## src/rtl/clk_div_sequencer.sv

```systemverilog
// Steps a counter-based clock divider through a small table of division values.
// Latency: start -> busy next cycle; first tick of a step after div+1 cycles in it.
// No backpressure: start/stop/loads sampled every cycle; loads and start ignored in RUN.
// Optional CLK_DIV_SEQ_LOOP_EN: wrap to step 0 forever instead of entering DONE.
module clk_div_sequencer #(
    parameter int          CNT_W            = 32,
    parameter int          NUM_STEPS        = 4,
    parameter int          TOGGLES_PER_STEP = 2,
    parameter int unsigned DEFAULT_DIV      = 1000
) (
    input  logic                         clk,
    input  logic                         rst_n,
    input  logic                         start,
    input  logic                         stop,
    input  logic                         load_we,
    input  logic [$clog2(NUM_STEPS)-1:0] load_addr,
    input  logic [CNT_W-1:0]             load_data,
    output logic                         divided_clk,
    output logic                         tick,
    output logic                         busy,
    output logic                         done,
    output logic [$clog2(NUM_STEPS)-1:0] step_idx
);

    localparam int IDX_W = $clog2(NUM_STEPS);
    localparam int TGL_W = $clog2(TOGGLES_PER_STEP + 1);

    typedef enum logic [1:0] {
        S_IDLE = 2'd0,
        S_RUN  = 2'd1,
        S_DONE = 2'd2
    } state_t;

    state_t             state_q, state_d;
    logic [CNT_W-1:0]   cnt_q;
    logic [TGL_W-1:0]   tgl_q;
    logic [IDX_W-1:0]   step_q;
    logic               fin_q;
    logic               div_clk_q;
    logic               tick_q;
    logic [IDX_W-1:0]   step_idx_q;
    logic [CNT_W-1:0]   div_tbl [NUM_STEPS];

    logic               launch;
    logic               hit;
    logic               step_end;
    logic               last_step;

    always_ff @(posedge clk) begin
        if (!rst_n) begin
            state_q <= S_IDLE;
        end else begin
            state_q <= state_d;
        end
    end

    always_comb begin
        state_d   = state_q;
        launch    = 1'b0;
        hit       = 1'b0;
        step_end  = 1'b0;
        last_step = (step_q == IDX_W'(NUM_STEPS - 1));
        case (state_q)
            S_IDLE, S_DONE: begin
                if (start) begin
                    state_d = S_RUN;
                    launch  = 1'b1;
                end
            end
            S_RUN: begin
                // fin_q marks the one cycle between the final tick and DONE
                if (fin_q) begin
                    state_d = S_DONE;
                end else begin
                    hit      = (cnt_q == div_tbl[step_q]);
                    step_end = hit && (tgl_q == TGL_W'(TOGGLES_PER_STEP - 1));
                end
            end
            default: state_d = S_IDLE;
        endcase
        if (stop) begin
            state_d = S_IDLE;
            launch  = 1'b0;
        end
    end

    always_ff @(posedge clk) begin
        if (!rst_n) begin
            cnt_q      <= '0;
            tgl_q      <= '0;
            step_q     <= '0;
            fin_q      <= 1'b0;
            div_clk_q  <= 1'b0;
            tick_q     <= 1'b0;
            step_idx_q <= '0;
        end else begin
            tick_q     <= 1'b0;
            // reported step trails the internal one so it moves the cycle after the tick
            step_idx_q <= step_q;
            if (stop || launch) begin
                cnt_q      <= '0;
                tgl_q      <= '0;
                step_q     <= '0;
                fin_q      <= 1'b0;
                div_clk_q  <= 1'b0;
                step_idx_q <= '0;
            end else if (state_q == S_RUN && !fin_q) begin
                if (hit) begin
                    cnt_q     <= '0;
                    div_clk_q <= ~div_clk_q;
                    tick_q    <= 1'b1;
                    if (step_end) begin
                        tgl_q <= '0;
                        if (last_step) begin
`ifdef CLK_DIV_SEQ_LOOP_EN
                            step_q <= '0;
`else
                            fin_q  <= 1'b1;
`endif
                        end else begin
                            step_q <= step_q + IDX_W'(1);
                        end
                    end else begin
                        tgl_q <= tgl_q + TGL_W'(1);
                    end
                end else begin
                    cnt_q <= cnt_q + CNT_W'(1);
                end
            end else begin
                fin_q <= 1'b0;
            end
        end
    end

    // Table only changes outside RUN, so a write alongside start lands before the run reads it
    always_ff @(posedge clk) begin
        if (!rst_n) begin
            for (int i = 0; i < NUM_STEPS; i++) begin
                div_tbl[i] <= CNT_W'(DEFAULT_DIV);
            end
        end else if (load_we && state_q != S_RUN) begin
            div_tbl[load_addr] <= load_data;
        end
    end

    assign divided_clk = div_clk_q;
    assign tick        = tick_q;
    assign busy        = (state_q == S_RUN);
    assign done        = (state_q == S_DONE);
    assign step_idx    = step_idx_q;

endmodule

```

## config.mk

```make
export PLATFORM = sky130hd
export DESIGN_NAME = clk_div_sequencer
export DESIGN_NICKNAME = d
export VERILOG_FILES = /design/src/rtl/clk_div_sequencer.sv
export SDC_FILE = /design/constraint.sdc
export NUM_CORES = 1
export LEC_CHECK = 0
export ABC_AREA = 1
export ABC_CLOCK_PERIOD_IN_PS = 5200
export BUFFER_PORTS_ARGS = -buffer_cell sky130_fd_sc_hd__buf_2
export CAP_MARGIN = 20
export CORE_MARGIN = 4
export CORE_UTILIZATION = 45
export DETAILED_ROUTE_END_ITERATION = 10
export GPL_ROUTABILITY_DRIVEN = 0
export MAX_ROUTING_LAYER = met4
export PLACE_DENSITY_LB_ADDON = 0.1
export SLEW_MARGIN = 20
export SYNTH_ARGS = -nofsm -noshare
export SYNTH_HDL_FRONTEND = slang
export SYNTH_SLANG_ARGS = --single-unit
```

## constraint.sdc

```tcl
create_clock -name clk -period 5.2 [get_ports clk]
set_input_delay 0.52 -clock clk [delete_from_list [all_inputs] [get_ports clk]]
set_output_delay 0.52 -clock clk [all_outputs]
set_load 0.01 [all_outputs]
```

==> flow_metrics.py <==
metrics = {
    "clock_tree": {
        "cts-root-buf": "clkbuf_16",
        "clock_latency_ps": 440,
        "postCtsSetupBuffers": 0,
        "cts_sinks": 173,
        "clk_pin_slew_ps": 70,
        "cts-buffers-inserted": 17,
        "h-tree-depth": 4,
        "post_cts_resized": 0,
        "cts_max_path_buffers": 2,
        "cts_hold_buffers": 0,
        "cts_tree": "built",
    },
    "worst_setup_path": {
        "critical_path_required_ps": 5290,
        "arrival_ps": 3500,
        "reg2reg_depth": 11,
        "regToRegStartpoint": "state_q[1]",
        "crit_family": "simple AND/OR/NAND/NOR gates",
        "cp-start-kind": "register",
        "end_kind": "register",
        "rrSetupSlack_ps": 1790,
        "crit_buf_inv": 5,
        "r2r_end": "div_tbl[2][13]",
        "cp_slowest_cell": "buf_4",
        "critPathMaxFanout": 28,
        "crit_path_frequent_cell": "nand2_1",
        "cpPeakStageDelay_ps": 430,
        "crit_type": "reg2reg",
        "path_cells": "inv_1 -> nand2_1 -> nand2_1 -> nor2_4 -> inv_2 -> nor2_2 -> inv_1 -> nor2_1 -> inv_2 -> nand2_1 -> buf_4",
    },
    "yosys": {
        "yosysWarnings": 0,
        "yosysTopAreaCellShare": 0.451,
        "synth_seq_cells": 173,
        "synth_area_leader_cell": "edfxtp_1",
        "synth.top_cells.by_area": "edfxtp_1 (45%), nand2_1 (14%), dfxtp_1 (11%)",
        "syn-cell-area_um2": 8520,
        "postSynthCellCount": 1006,
        "syn-num-nets": 1048,
        "seq_area_frac_synth": 0.557,
        "synth_cell_types": 36,
        "avgSynthCellArea_um2": 8.47,
    },
    "power_and_ir_drop": {
        "switchingPower_mw": 0.698,
        "pwr-share-seq": 0.527,
        "ir_drop_v": 0.000222,
        "p_sw_frac": 0.237,
        "power_frac_comb": 0.053,
        "p_clk_frac": 0.420,
        "internal-power_mw": 2.25,
        "power_density_nw_per_um2": 311,
        "p_leak_nw": 3.90,
    },
    "cells_and_area": {
        "multi_input_area_um2": 3230,
        "synthToLayoutAreaGrowth_pct": 11.0,
        "nets": 1087,
        "seqCellArea_um2": 4750,
        "fillCellCount": 1828,
        "n_antenna_cell": 0,
        "fin_util": 0.507,
        "post-route-cell-area_um2": 9460,
        "drive_above_1_share": 0.120,
        "finalNonFillerCells": 1290,
    },
    "floorplan": {
        "die_w_um": 146,
        "core.rowCount": 50,
        "dieArea_um2": 21200,
        "die_h_um": 146,
        "core_um2": 18600,
        "start_util": 0.457,
        "ios": 45,
    },
    "timing": {
        "fin_ws_ps": 1790,
        "rsz0062_at_grt": "no",
        "worst_pin_slew_ps": 1080,
        "fin_worst_skew_ps": 9.95,
        "relSlewSlack": 0.279,
        "setup_tns_ps": 0,
        "fin_crit_sh": 0.656,
        "final_max_slew_viol_count": 0,
        "timing.fmax_mhz": 293,
        "hold_viol_final": 0,
        "min_period_ps": 3410,
        "finalSetupViolCount": 0,
    },
    "outcome": {
        "outcome": "finished clean",
    },
    "drt": {
        "via_per_inst": 5.06,
        "drc_errors": 0,
        "wire_per_inst_um": 16.7,
        "drtIter0Drc": 673,
        "num_vias": 6531,
        "drt_first_pass_iters": 5,
        "postRouteWirelength_mm": 21.6,
        "ant_nets": 0,
    },
    "min_path": {
        "hold_class": "in2reg",
        "hp-start": "start",
        "hold_end": "state_q[1]",
        "hold_depth": 4,
    },
    "global_route": {
        "grt_max_degree": 65,
        "overflow": 0,
        "met3_usage": 0.0417,
        "grt_use_total": 0.215,
        "grt_use_met1": 0.305,
        "grt_pass1_vias": 6110,
        "grt_use_met2": 0.322,
        "grt_pass1_wl_mm": 34.2,
        "top_usage_layer": "met2",
        "antenna_found_initial": 0,
    },
    "flow_run": {
        "cap_violations": 0,
    },
    "place": {
        "dpl.cell_count": 1260,
        "place.port_buffers": 44,
        "dp_hpwl_mm": 15.1,
        "dp_slack_ps": 1740,
        "place_area_um2": 8900,
    },
}
-- worst reg2reg max path: cells and delay by family (launching register included) --
| kind | cells | cell delay (ps) |
|---|---|---|
| buffers and inverters | 5 | 1200 |
| flip-flops | 1 | 380 |
| AND/OR/NAND/NOR | 6 | 1490 |
-- per-layer routing --
| layer | routed length [um] | part of all wire |
|---|---|---|
| met5 | 0 | 0 |
| met4 | 282 | 0.013 |
| met3 | 977 | 0.045 |
| met2 | 9810 | 0.45 |
| met1 | 10500 | 0.49 |
-- synth_stat cells (all sizes together) --
master	n
a211oi	1
a21oi	5
a31oi	1
and2	3
and3	1
buf	28
clkbuf	4
dfxtp	45
edfxtp	128
ha	3
inv	90
nand2	315
nand3	105
nand3b	9
nand4	17
nor2	198
nor3	23
nor4	3
o21a	1
o21ai	7
o22ai	1
xnor2	1
xor2	17
-- power groups by stage --
stage / clock network [mW] / registers (mW) / logic, mW
4_1_cts: 1.25 / 1.55 / 0.160
6_report: 1.24 / 1.55 / 0.157
3_5_place_dp: 0 / 1.58 / 0.159
5_1_grt: 1.32 / 1.56 / 0.177
3_3_place_gp: 0 / 1.58 / 0.157
2_1_floorplan: 0 / 1.58 / 0.0988
-- stage by stage --
stage / power, mW / hold slack [ps]
after global placement: 1.74 / 454
after global routing: 3.05 / 384
after CTS: 2.96 / 351
final: 2.95 / 363
after floorplan: 1.68 / 434
after detailed placement: 1.74 / 456
-- area by class of cell --
class | count | area share
sequential | 173 | 0.502
multi-input combinational | 711 | 0.342
clock buffer | 17 | 0.0450
inverter | 90 | 0.0357
timing repair buffer | 52 | 0.0310
tap | 234 | 0.0310
clock inverter | 13 | 0.0138
-- how the worst max path moves through the flow --
stage                          start             end  slack [ps]  depth (start not counted)
after floorplan              load_we   div_tbl[3][0]        1430                          5
after global placement       load_we  div_tbl[2][25]        1830                         10
after detailed placement     load_we  div_tbl[2][29]        1740                         10
after CTS                 state_q[1]  div_tbl[2][29]        1780                         11
after global routing      state_q[1]  div_tbl[2][13]        1480                         11
final                     state_q[1]  div_tbl[2][13]        1790                         11
-- cell usage in the layout (no fill, tap or decap), types with 18 or more instances in the layout --
| cell | instances |
|---|---|
| nand2_1 | 311 |
| nor2_2 | 22 |
| buf_2 | 44 |
| inv_1 | 84 |
| nor3_1 | 18 |
| nand3_1 | 105 |
| dfxtp_1 | 44 |
| nor2_1 | 172 |
| edfxtp_1 | 128 |
-- flip-flops by register name (all words and copies together) (netlist names), named ones only --
| name | count |
|---|---|
| div_tbl | 128 |
| fin_q | 1 |
| cnt_q | 32 |
| tick | 1 |
| tgl_q | 2 |
| step_idx | 2 |
| divided_clk | 1 |
| step_q | 2 |
| state_q | 2 |
-- cells by family after synthesis --
group | Yosys count | synth area share
compound gates | 16 | 0.0103
xor+xnor | 18 | 0.0185
fa+ha+maj | 3 | 0.00441
buf+inv | 122 | 0.0652
flops | 173 | 0.557
simple gates | 674 | 0.345
Power figures use the tool's default switching activity.
